`src/rtl/purchase_if.sv`:
```
// Handshake/status bundle between the vending-machine top level and purchase_ctrl.
// master drives buttons and coins; slave is the purchase controller.
interface purchase_if;
  logic       payperiod;
  logic [3:0] sel;
  logic       coin1;
  logic       coin5;
  logic       coin10;
  logic       confirm;
  logic       cancel;
  logic       refill;
  logic [7:0] left1;
  logic [7:0] left2;
  logic [7:0] left3;
  logic [7:0] left4;
  logic [2:0] item;
  logic [7:0] paid;
  logic [7:0] change;
  logic [2:0] state;
  logic       done;
  logic       refunded;
  logic       sold_out;
  logic       reject;

  modport master (
    output payperiod, sel, coin1, coin5, coin10, confirm, cancel, refill,
    input  left1, left2, left3, left4, item, paid, change, state,
    input  done, refunded, sold_out, reject
  );

  modport slave (
    input  payperiod, sel, coin1, coin5, coin10, confirm, cancel, refill,
    output left1, left2, left3, left4, item, paid, change, state,
    output done, refunded, sold_out, reject
  );
endinterface

```
`src/rtl/purchase_ctrl.sv`:
```
// Vending purchase controller: selection, coin credit, vend/refund, change and per-item stock.
// Optional PURCHASE_REFILL_EN: refill pulse in IDLE restores all stock to INIT_STOCK.
module purchase_ctrl #(
  parameter logic [7:0]  PRICE1     = 8'd4,
  parameter logic [7:0]  PRICE2     = 8'd9,
  parameter logic [7:0]  PRICE3     = 8'd13,
  parameter logic [7:0]  PRICE4     = 8'd17,
  parameter logic [7:0]  INIT_STOCK = 8'd10,
  parameter logic [31:0] TIMEOUT    = 32'd500000000
) (
  input logic        clk,
  input logic        rst,
  purchase_if.slave  bus
);

  typedef enum logic [2:0] {
    StIdle   = 3'd0,
    StSelect = 3'd1,
    StPay    = 3'd2,
    StVend   = 3'd3,
    StRefund = 3'd4
  } state_e;

  state_e          state_q, state_d;
  logic [2:0]      item_q, item_d;
  logic [7:0]      paid_q, paid_d;
  logic [7:0]      change_q, change_d;
  logic [3:0][7:0] left_q, left_d;
  logic [31:0]     timer_q, timer_d;
  logic            done_q, done_d;
  logic            refunded_q, refunded_d;
  logic            sold_out_q, sold_out_d;
  logic            reject_q, reject_d;

  logic [7:0] coin_sum;
  logic [7:0] paid_sum;
  logic       coin_any;
  logic       coin_fits;
  logic       coin_take;
  logic [7:0] price;
  logic [1:0] item_idx;
  logic       abort;
  logic       sel_valid;
  logic [1:0] sel_idx;
  logic       sel_in_stock;
  logic       timeout_hit;
  logic       paid_enough;

  assign coin_sum     = {7'd0, bus.coin1} + (bus.coin5 ? 8'd5 : 8'd0)
                      + (bus.coin10 ? 8'd10 : 8'd0);
  assign paid_sum     = paid_q + coin_sum;
  assign coin_any     = |coin_sum;
  assign coin_fits    = paid_sum <= 8'd99;
  assign coin_take    = coin_any && coin_fits;
  assign abort        = !bus.payperiod || bus.cancel;
  assign item_idx     = 2'(item_q - 3'd1);
  assign sel_in_stock = left_q[sel_idx] != 8'd0;
  assign timeout_hit  = timer_q >= (TIMEOUT - 32'd1);
  assign paid_enough  = paid_q >= price;

`ifdef PURCHASE_REFILL_EN
  logic refill_req;
  assign refill_req = bus.refill;
`else
  logic unused_refill;
  assign unused_refill = bus.refill;
`endif

  always_comb begin
    unique case (item_idx)
      2'd0:    price = PRICE1;
      2'd1:    price = PRICE2;
      2'd2:    price = PRICE3;
      default: price = PRICE4;
    endcase
  end

  // Only a clean one-hot select names an item; anything else is ignored.
  always_comb begin
    sel_valid = 1'b1;
    sel_idx   = 2'd0;
    case (bus.sel)
      4'b0001: sel_idx = 2'd0;
      4'b0010: sel_idx = 2'd1;
      4'b0100: sel_idx = 2'd2;
      4'b1000: sel_idx = 2'd3;
      default: sel_valid = 1'b0;
    endcase
  end

  always_ff @(posedge clk) begin
    if (rst) begin
      state_q    <= StIdle;
      item_q     <= 3'd0;
      paid_q     <= 8'd0;
      change_q   <= 8'd0;
      left_q     <= {4{INIT_STOCK}};
      timer_q    <= 32'd0;
      done_q     <= 1'b0;
      refunded_q <= 1'b0;
      sold_out_q <= 1'b0;
      reject_q   <= 1'b0;
    end else begin
      state_q    <= state_d;
      item_q     <= item_d;
      paid_q     <= paid_d;
      change_q   <= change_d;
      left_q     <= left_d;
      timer_q    <= timer_d;
      done_q     <= done_d;
      refunded_q <= refunded_d;
      sold_out_q <= sold_out_d;
      reject_q   <= reject_d;
    end
  end

  always_comb begin
    state_d = state_q;
    unique case (state_q)
      StIdle: begin
        if (bus.payperiod) state_d = StSelect;
      end
      StSelect: begin
        if (abort)                          state_d = StIdle;
        else if (sel_valid && sel_in_stock) state_d = StPay;
      end
      StPay: begin
        if (abort) begin
          state_d = StRefund;
        end else if (bus.confirm) begin
          if (paid_enough) state_d = StVend;
        end else if (!coin_take && timeout_hit) begin
          state_d = StRefund;
        end
      end
      StVend:   state_d = StIdle;
      StRefund: state_d = StIdle;
      default:  state_d = StIdle;
    endcase
  end

  always_comb begin
    item_d     = item_q;
    paid_d     = paid_q;
    change_d   = change_q;
    left_d     = left_q;
    timer_d    = timer_q;
    done_d     = 1'b0;
    refunded_d = 1'b0;
    sold_out_d = 1'b0;
    reject_d   = 1'b0;
    unique case (state_q)
      StIdle: begin
`ifdef PURCHASE_REFILL_EN
        if (refill_req) left_d = {4{INIT_STOCK}};
`endif
      end
      StSelect: begin
        if (!abort && sel_valid) begin
          if (sel_in_stock) begin
            item_d   = {1'b0, sel_idx} + 3'd1;
            change_d = 8'd0;
            timer_d  = 32'd0;
          end else begin
            sold_out_d = 1'b1;
          end
        end
      end
      StPay: begin
        // Coins on a confirm/cancel cycle are dropped; rejected coins still age the timer.
        if (!abort) begin
          if (bus.confirm) begin
            if (!paid_enough) begin
              reject_d = 1'b1;
              timer_d  = timer_q + 32'd1;
            end
          end else if (coin_take) begin
            paid_d  = paid_sum;
            timer_d = 32'd0;
          end else begin
            reject_d = coin_any;
            timer_d  = timer_q + 32'd1;
          end
        end
      end
      StVend: begin
        left_d[item_idx] = left_q[item_idx] - 8'd1;
        change_d         = paid_q - price;
        done_d           = 1'b1;
        paid_d           = 8'd0;
        item_d           = 3'd0;
      end
      StRefund: begin
        change_d   = paid_q;
        refunded_d = 1'b1;
        paid_d     = 8'd0;
        item_d     = 3'd0;
      end
      default: ;
    endcase
  end

  assign bus.left1    = left_q[0];
  assign bus.left2    = left_q[1];
  assign bus.left3    = left_q[2];
  assign bus.left4    = left_q[3];
  assign bus.item     = item_q;
  assign bus.paid     = paid_q;
  assign bus.change   = change_q;
  assign bus.state    = state_q;
  assign bus.done     = done_q;
  assign bus.refunded = refunded_q;
  assign bus.sold_out = sold_out_q;
  assign bus.reject   = reject_q;

endmodule

```
`src/flat_wrapper.sv`:
```
// flat-port wrapper written by rule: the top's interface ports become plain ports
module purchase_ctrl_flat 
#(
  parameter logic [7:0]  PRICE1     = 8'd4,
  parameter logic [7:0]  PRICE2     = 8'd9,
  parameter logic [7:0]  PRICE3     = 8'd13,
  parameter logic [7:0]  PRICE4     = 8'd17,
  parameter logic [7:0]  INIT_STOCK = 8'd10,
  parameter logic [31:0] TIMEOUT    = 32'd500000000
)
  (clk, rst, bus_payperiod, bus_sel, bus_coin1, bus_coin5, bus_coin10, bus_confirm, bus_cancel, bus_refill, bus_left1, bus_left2, bus_left3, bus_left4, bus_item, bus_paid, bus_change, bus_state, bus_done, bus_refunded, bus_sold_out, bus_reject);
  purchase_if bus_i ();
  input logic clk;
  input logic rst;
  input wire logic [$bits(bus_i.payperiod)-1:0] bus_payperiod;
  input wire logic [$bits(bus_i.sel)-1:0] bus_sel;
  input wire logic [$bits(bus_i.coin1)-1:0] bus_coin1;
  input wire logic [$bits(bus_i.coin5)-1:0] bus_coin5;
  input wire logic [$bits(bus_i.coin10)-1:0] bus_coin10;
  input wire logic [$bits(bus_i.confirm)-1:0] bus_confirm;
  input wire logic [$bits(bus_i.cancel)-1:0] bus_cancel;
  input wire logic [$bits(bus_i.refill)-1:0] bus_refill;
  output wire logic [$bits(bus_i.left1)-1:0] bus_left1;
  output wire logic [$bits(bus_i.left2)-1:0] bus_left2;
  output wire logic [$bits(bus_i.left3)-1:0] bus_left3;
  output wire logic [$bits(bus_i.left4)-1:0] bus_left4;
  output wire logic [$bits(bus_i.item)-1:0] bus_item;
  output wire logic [$bits(bus_i.paid)-1:0] bus_paid;
  output wire logic [$bits(bus_i.change)-1:0] bus_change;
  output wire logic [$bits(bus_i.state)-1:0] bus_state;
  output wire logic [$bits(bus_i.done)-1:0] bus_done;
  output wire logic [$bits(bus_i.refunded)-1:0] bus_refunded;
  output wire logic [$bits(bus_i.sold_out)-1:0] bus_sold_out;
  output wire logic [$bits(bus_i.reject)-1:0] bus_reject;
  assign bus_i.payperiod = bus_payperiod;
  assign bus_i.sel = bus_sel;
  assign bus_i.coin1 = bus_coin1;
  assign bus_i.coin5 = bus_coin5;
  assign bus_i.coin10 = bus_coin10;
  assign bus_i.confirm = bus_confirm;
  assign bus_i.cancel = bus_cancel;
  assign bus_i.refill = bus_refill;
  assign bus_left1 = bus_i.left1;
  assign bus_left2 = bus_i.left2;
  assign bus_left3 = bus_i.left3;
  assign bus_left4 = bus_i.left4;
  assign bus_item = bus_i.item;
  assign bus_paid = bus_i.paid;
  assign bus_change = bus_i.change;
  assign bus_state = bus_i.state;
  assign bus_done = bus_i.done;
  assign bus_refunded = bus_i.refunded;
  assign bus_sold_out = bus_i.sold_out;
  assign bus_reject = bus_i.reject;
  purchase_ctrl #(.PRICE1(PRICE1), .PRICE2(PRICE2), .PRICE3(PRICE3), .PRICE4(PRICE4), .INIT_STOCK(INIT_STOCK), .TIMEOUT(TIMEOUT)) u_core (.clk(clk), .rst(rst), .bus(bus_i));
endmodule
```
`config.mk`:
```
export PLATFORM = sky130hd
export DESIGN_NAME = purchase_ctrl_flat
export DESIGN_NICKNAME = d
export VERILOG_FILES = /design/src/rtl/purchase_if.sv /design/src/rtl/purchase_ctrl.sv /design/src/flat_wrapper.sv
export SDC_FILE = /design/constraint.sdc
export NUM_CORES = 1
export LEC_CHECK = 0
export CAP_MARGIN = 5
export CELL_PAD_IN_SITES_DETAIL_PLACEMENT = 0
export CELL_PAD_IN_SITES_GLOBAL_PLACEMENT = 2
export CORE_ASPECT_RATIO = 2
export CORE_MARGIN = 5
export CORE_UTILIZATION = 30
export CTS_BUF_LIST = sky130_fd_sc_hd__clkbuf_2
export CTS_CLUSTER_DIAMETER = 80
export CTS_CLUSTER_SIZE = 40
export DETAILED_ROUTE_END_ITERATION = 8
export PLACE_DENSITY = 0.86
export SLEW_MARGIN = 20
export SYNTH_ARGS = -nofsm -noshare
export SYNTH_HDL_FRONTEND = slang
export SYNTH_SLANG_ARGS = --single-unit
```
`constraint.sdc`:
```
create_clock -name clk -period 3.95 [get_ports clk]
set_clock_uncertainty 0.2 [all_clocks]
set_input_delay 0.5925 -clock clk [delete_from_list [all_inputs] [get_ports clk]]
set_output_delay 0.5925 -clock clk [all_outputs]
set_load 0.005 [all_outputs]
```
Word-level counts from Yosys, hierarchy flattened
Index checks and enable logic that the tools add are counted.
Storage, ports and cells
  bits in registers: 90
  bits of input ports: 13
  logic and storage cells: 119
Cells by class
  add/subtract/negate cells: 8
  magnitude comparators: 6
  equal/unequal tests: 20
  multiplexer cells: 43
  bitwise logic cells: 3
  reduce and logical (&&, ||, !) cells: 26
Operators by type and width (number)
  32-bit two-way mux: 6
  8-bit two-way mux: 8
  32-bit case mux with 2 select lines: 1
  32-bit by 1-bit adder with 32-bit output (second input constant): 1
  8-bit binary-select mux with 2-bit select: 2
  32-bit bitwise mux: 1
  32-bit by 29-bit greater-or-equal comparator with 1-bit output (second input constant): 1
  3-bit two-way mux: 10
  8-bit case mux with 3 select lines: 1
  8-bit adder: 2
  8-bit demux with 2-bit select: 1
  8-bit case mux with 2 select lines: 1
  5-bit case mux with 3 select lines: 1
  3-bit case mux with 3 select lines: 1
  1-bit by 8-bit adder with 8-bit output: 1
  8-bit by 5-bit greater-or-equal comparator with 1-bit output: 1
  8-bit by 7-bit less-or-equal comparator with 1-bit output (second input constant): 1
  4-bit by 2-bit != test with 1-bit output (second input constant): 2
  4-bit AND reduction: 2
  8-bit nonzero test: 1
  8-bit OR reduction: 1
  8-bit by 1-bit subtractor with 8-bit output (second input constant): 1
  8-bit by 5-bit subtractor with 8-bit output: 1
  1-bit two-way mux: 7
  other kinds (33): 51

Longest topological paths before layout
  word-level depth: 12
  gate-level depth with buffers: 14
  mapped depth without buffers: 12

Worst setup path before layout
Ideal clock, no wire load.
  path kind: register to register
  start: register u_core.item_q[0], in the netlist u_core.bus.item[0]
  end: register u_core.timer_q[26]
  setup time: 117 ps
  data arrival time: 3389 ps
  data required time: 3633 ps
  path slack: 243 ps
  cell stages (with the launch flop): 15
  path buffers: 3
  clock period less this slack: 3707 ps
  cells stage by stage: dfxtp_1 > buf_2 > inv_1 > ha_1 > clkbuf_1 > xnor2_1 > ha_1 > o21ai_0 > a21oi_1 > nor3_1 > o21ai_1 > buf_1 > a2111oi_2 > xnor2_1 > nor2_1
On the way
  cells in the longest elaborated chain, start to end: 6
Ends and longest elaborated chain
  from (decl): RTL line purchase_ctrl.sv:25  | logic [2:0] item_q, item_d;
  from (signal assigned): RTL line purchase_ctrl.sv:105  | item_q <= item_d;
  2-bit by 1-bit subtractor with 2-bit output *: RTL line purchase_ctrl.sv:56  | assign item_idx = 2'(item_q - 3'd1);
  2-bit == test, or another cell as far along: RTL line purchase_ctrl.sv:70  | unique case (item_idx)
  5-bit case mux with 3 select lines *: RTL line purchase_ctrl.sv:70
  8-bit by 5-bit greater-or-equal comparator with 1-bit output *: RTL line purchase_ctrl.sv:59  | assign paid_enough = paid_q >= price;
  3-bit != test (no line) *
  5-bit AND reduction (no line) *
  to (signal assigned): RTL line purchase_ctrl.sv:109  | timer_q <= timer_d;
  to (decl): RTL line purchase_ctrl.sv:29  | logic [31:0] timer_q, timer_d;
Mark *: on every way between the ends. The rest lies on a longest branch, timed or not.
A chain may end at the register's enable or synchronous reset.

Worst setup path in the final report
  start: register u_core.left_q, in the netlist u_core.bus.left2[7]
  end: register u_core.change_q[6], in the netlist u_core.bus.change[6]
On the way
  cells in the longest elaborated chain, start to end: 5
Ends and longest elaborated chain
  from (decl): RTL line purchase_ctrl.sv:28  | logic [3:0][7:0] left_q, left_d;
  from (signal assigned): RTL line purchase_ctrl.sv:97  | left_q <= {4{INIT_STOCK}};
  from (signal assigned): RTL line purchase_ctrl.sv:108  | left_q <= left_d;
  8-bit binary-select mux with 2-bit select: RTL line purchase_ctrl.sv:57  | assign sel_in_stock = left_q[sel_idx] != 8'd0;
  8-bit two-way mux (not written as such): RTL line purchase_ctrl.sv:57
  8-bit nonzero test: RTL line purchase_ctrl.sv:57
  2-bit by 1-bit != test with 1-bit output (no line)
  3-bit AND reduction (no line)
  to (signal assigned): RTL line purchase_ctrl.sv:107  | change_q <= change_d;
  to (decl): RTL line purchase_ctrl.sv:27  | logic [7:0] change_q, change_d;
Every way passes these cells. The select of a mux whose other input is x is not followed.

==> metrics.md <==
| Metric | Value |
|---|---|
| Post-synth EDFFs | 0 |
| Routed Antenna Nets | 0 |
| # fillers | ~1,800 |
| Fin crit period | between 3 and 4 ns |
| Mapped Cells | 582 |
| CTS buffer count | 9 |
| Final setup vio count | 0 |
| DRC viols | 0 |
| Die H | 196 um |
| R2R Setup Slk | 0.42 ns |
| Top cell family by delay on the critical path | simple AND/OR/NAND/NOR gates |
| Commonest non-fill, non-tap cell in the layout | nor2_1 |
| Post-route insts no fill | 868 |
| CP endpoint kind | register |
| Worst EP arrival | ~3.9 ns |
| Core ar. | 17,100 um2 |
| DP HPWL | between 9 and 10 mm |
| Initial DRC Count | 206 |
| Worst r2r dst | u_core.bus.change[6]$_SDFFE_PP0P_ |
| Crit path cell chain | nor4_1 -> o311ai_0 -> and3_1 -> o21ai_4 -> and2_1 -> a22oi_1 -> a21oi_1 |
| RSZ-0062 raised after global routing | no |
| Final slew viol count | 0 |
| Vias in the first global route | ~4,400 |
| Total GRT Usage | 13.9% |
| WP buf/inv | 0 |
| H-tree Lvls | 3 |
| Worst Path Max Fanout | 27 |
| RR Startpoint | u_core.bus.left2[7]$_SDFFE_PP0P_ |
| FF-to-FF path depth | 7 |
| Synth area leader | dfxtp_1 |
| Leak | approximately 2 nW |
| Post-Synthesis Net Count | between 600 and 700 |
| Buffers on Ports | 69 |
| CTS tree | yes |
| Fin area | 6310 um2 |
| Flops & latches, synth | 90 |
| Critical Path RT | 4.26 ns |
| Site Rows | 68 |
| Crit-path slowest cell | o21ai_4 |
| Seq/Total Area, Yosys | 34.7% |
| Cell Area, Synth | 5180 um2 |
| Status | complete, no violations |
| CP max stage delay | approximately 0.75 ns |
| Die Area | 20,200 um2 |
| Share of cells above drive strength 1 | ~12% |
| Kind of critical path | register to register |
| Ys flop type | dfxtp_1 |
| Most frequent cells in the layout | nor2_1 (93), dfxtp_1 (90), clkdlybuf4s50_1 (68), xnor2_1 (45), nand2_1 (37) |
| Hold EP | u_core.bus.change[2]$_SDFFE_PP0P_ |
| Mean Syn Cell Area | between 8 and 9 um2 |
| Top-area cell type share of the netlist area | 34.7% |
| Vias per cell | 5.16 |
| Slew margin rel. | 34.8% |
| Placement-stage cell area | 6180 um2 |
| Maximum root-to-sink buffer count | 2 |
| Clock latency on the worst-skew pair | 0.59 ns |
| Final RePlAce weighted congestion | 0.796 |
| First-pass GRT wire length | around 23 mm |
| Unique masters post-synth | 68 |
| CTS resizes | 0 |
| Routed WL | 13.6 mm |
| Initial Utilization | 30.3% |
| Worst Hold Class | input port to register |
| FFs w/ async S/R, synth | 0% |
| Post-CTS Hold Buffers | 0 |
| Antenna violations before repair | 1 |
| Synth area leaders | dfxtp_1 (35%), xnor2_1 (7.6%), nor2_1 (6.7%) |
| Drt first pass iters | 5 |
| DP Cell Count | between 800 and 900 |
| Tightest Pin Transition | 0.974 ns |
| Vias | 4,476 |
| Final hold violation count | 0 |
| Tot Pwr | about 1.9 mW |
| IO Count | 71 |
| Yosys warning count | 0 |
| Maxcap violations | 0 |
| Seq. cell area | 1800 um2 |
| Hold Crit Depth | 2 |
| Gr ovfl total | 0 |
| Multi-input gate area | approximately 3100 um2 |
| Fin crit share | 89.4% |
| Power per cell area | just over 300 nW/um2 |
| Peak Freq | 283 MHz |
| Die width | ~100 um |
| Nets | between 600 and 700 |
| Largest net degree at the start of global routing | 46 |
| Reg clk slew, reported paths | 0.26 ns |
| Clock root cell | clkbuf_2 |
| P&R area growth vs syn | 21.6% |
| Worst VDD drop | 0.148 mV |
| Setup bufs post-CTS | 0 |
| Clk sinks | 90 |
| Critical path launch point type | register |
| Hold path start | rst |
| Post-DR wirelength/cell | around 16 um |
## worst max path at each step
stage	startpoint	endpoint	slack (ns)	cells after the start
2_1_floorplan	u_core.bus.item[0]$_SDFFE_PP0P_	u_core.timer_q[26]$_SDFFE_PP0P_	0.24	14
3_3_place_gp	bus_coin5	u_core.bus.paid[0]$_SDFFE_PP0P_	0.01	15
3_5_place_dp	bus_coin5	u_core.timer_q[20]$_SDFFE_PP0P_	-0.09	14
4_1_cts	u_core.bus.left2[7]$_SDFFE_PP0P_	u_core.bus.change[6]$_SDFFE_PP0P_	0.44	7
5_1_grt	u_core.bus.left2[7]$_SDFFE_PP0P_	u_core.bus.change[6]$_SDFFE_PP0P_	0.1	7
6_report	u_core.bus.left2[7]$_SDFFE_PP0P_	u_core.bus.change[6]$_SDFFE_PP0P_	0.42	7
## synthesized netlist by cell type, types with 3 or more instances
| library cell | n |
|---|---|
| a221oi_1 | 3 |
| nand2b_1 | 11 |
| a211o_1 | 9 |
| o211ai_1 | 3 |
| nor2b_1 | 4 |
| nand3b_1 | 5 |
| or4_1 | 5 |
| xnor2_1 | 45 |
| a211oi_1 | 34 |
| buf_1 | 4 |
| a21oi_1 | 18 |
| xor2_1 | 4 |
| nor3_1 | 14 |
| a2111oi_2 | 16 |
| mux4_2 | 8 |
| ha_1 | 22 |
| and2_1 | 6 |
| buf_2 | 10 |
| nand4_1 | 7 |
| nor2_1 | 93 |
| or3_1 | 4 |
| o21ai_0 | 4 |
| nor4b_1 | 3 |
| nor4_1 | 7 |
| nand3_1 | 12 |
| o21ai_1 | 3 |
| a31oi_1 | 4 |
| and4_1 | 3 |
| inv_1 | 23 |
| o31a_1 | 3 |
| clkbuf_1 | 18 |
| mux2i_1 | 4 |
| and3_1 | 4 |
| dfxtp_1 | 90 |
| a22oi_1 | 3 |
| nand2_1 | 37 |
## area by class of cell
cell class	instances	area share (%)
well taps	210	4.17
clock inverters	7	1.21
repair buffers	95	14.2
multi-input cells	432	49.7
clock buffers	9	0.714
flip-flops and latches	90	28.6
diodes	1	0.0397
inverters	24	1.43
## power by group
part           internal [mW]  switching (mW)  total [mW]
sequential             0.947          0.0411       0.988
clock                  0.154           0.342       0.496
combinational          0.205           0.232       0.436
## metrics by stage
step	TNS, ns	setup slack [ns]	hold slack, ns	util, %
4_1_cts	0	0.440	0.133	36.9
5_1_grt	0	0.0985	0.142	36.9
6_report	0	0.417	0.184	36.9
2_1_floorplan	0	0.243	0.248	-
3_3_place_gp	0	0.0107	0.278	36.2
3_5_place_dp	-2.91	-0.0912	0.263	36.2
## flip-flops by register name (all words and copies together) (netlist names), 3 cells and up
name and cells:
u_core.bus.change 8, u_core.bus.item 3, u_core.bus.left1 8, u_core.bus.left2 8
u_core.bus.left3 8, u_core.bus.left4 8, u_core.bus.paid 8, u_core.bus.state 3
u_core.timer_q 32
## per-layer routing
layer | wire [um] | track usage, % | up-vias | part of all wire, %
met2 | 6030 | 20.9 | 89 | 45
met5 | 0 | 0 | - | 0
met4 | 173 | 4.03 | 0 | 1.3
li1 | - | - | 2270 | -
met3 | 730 | 2.70 | 10 | 5.4
met1 | 6620 | 20.1 | 2107 | 49
## cell families (layout without fill, tap and decap cells)
| group | count (synthesis) | in the layout | synth area share, % |
|---|---|---|---|
| buffers and inverters | 60 | 135 | 5.02 |
| AND/OR/NAND/NOR | 221 | 221 | 20.5 |
| flip-flops | 90 | 90 | 34.7 |
| AO/OA/AOI/OAI | 126 | 126 | 21.3 |
| multiplexers | 13 | 13 | 4.46 |
| adder cells (fa/ha/maj) | 23 | 23 | 5.69 |
| XOR/XNOR | 49 | 49 | 8.28 |
| other | 0 | 1 | 0 |
(Power assumes the default switching activity.)
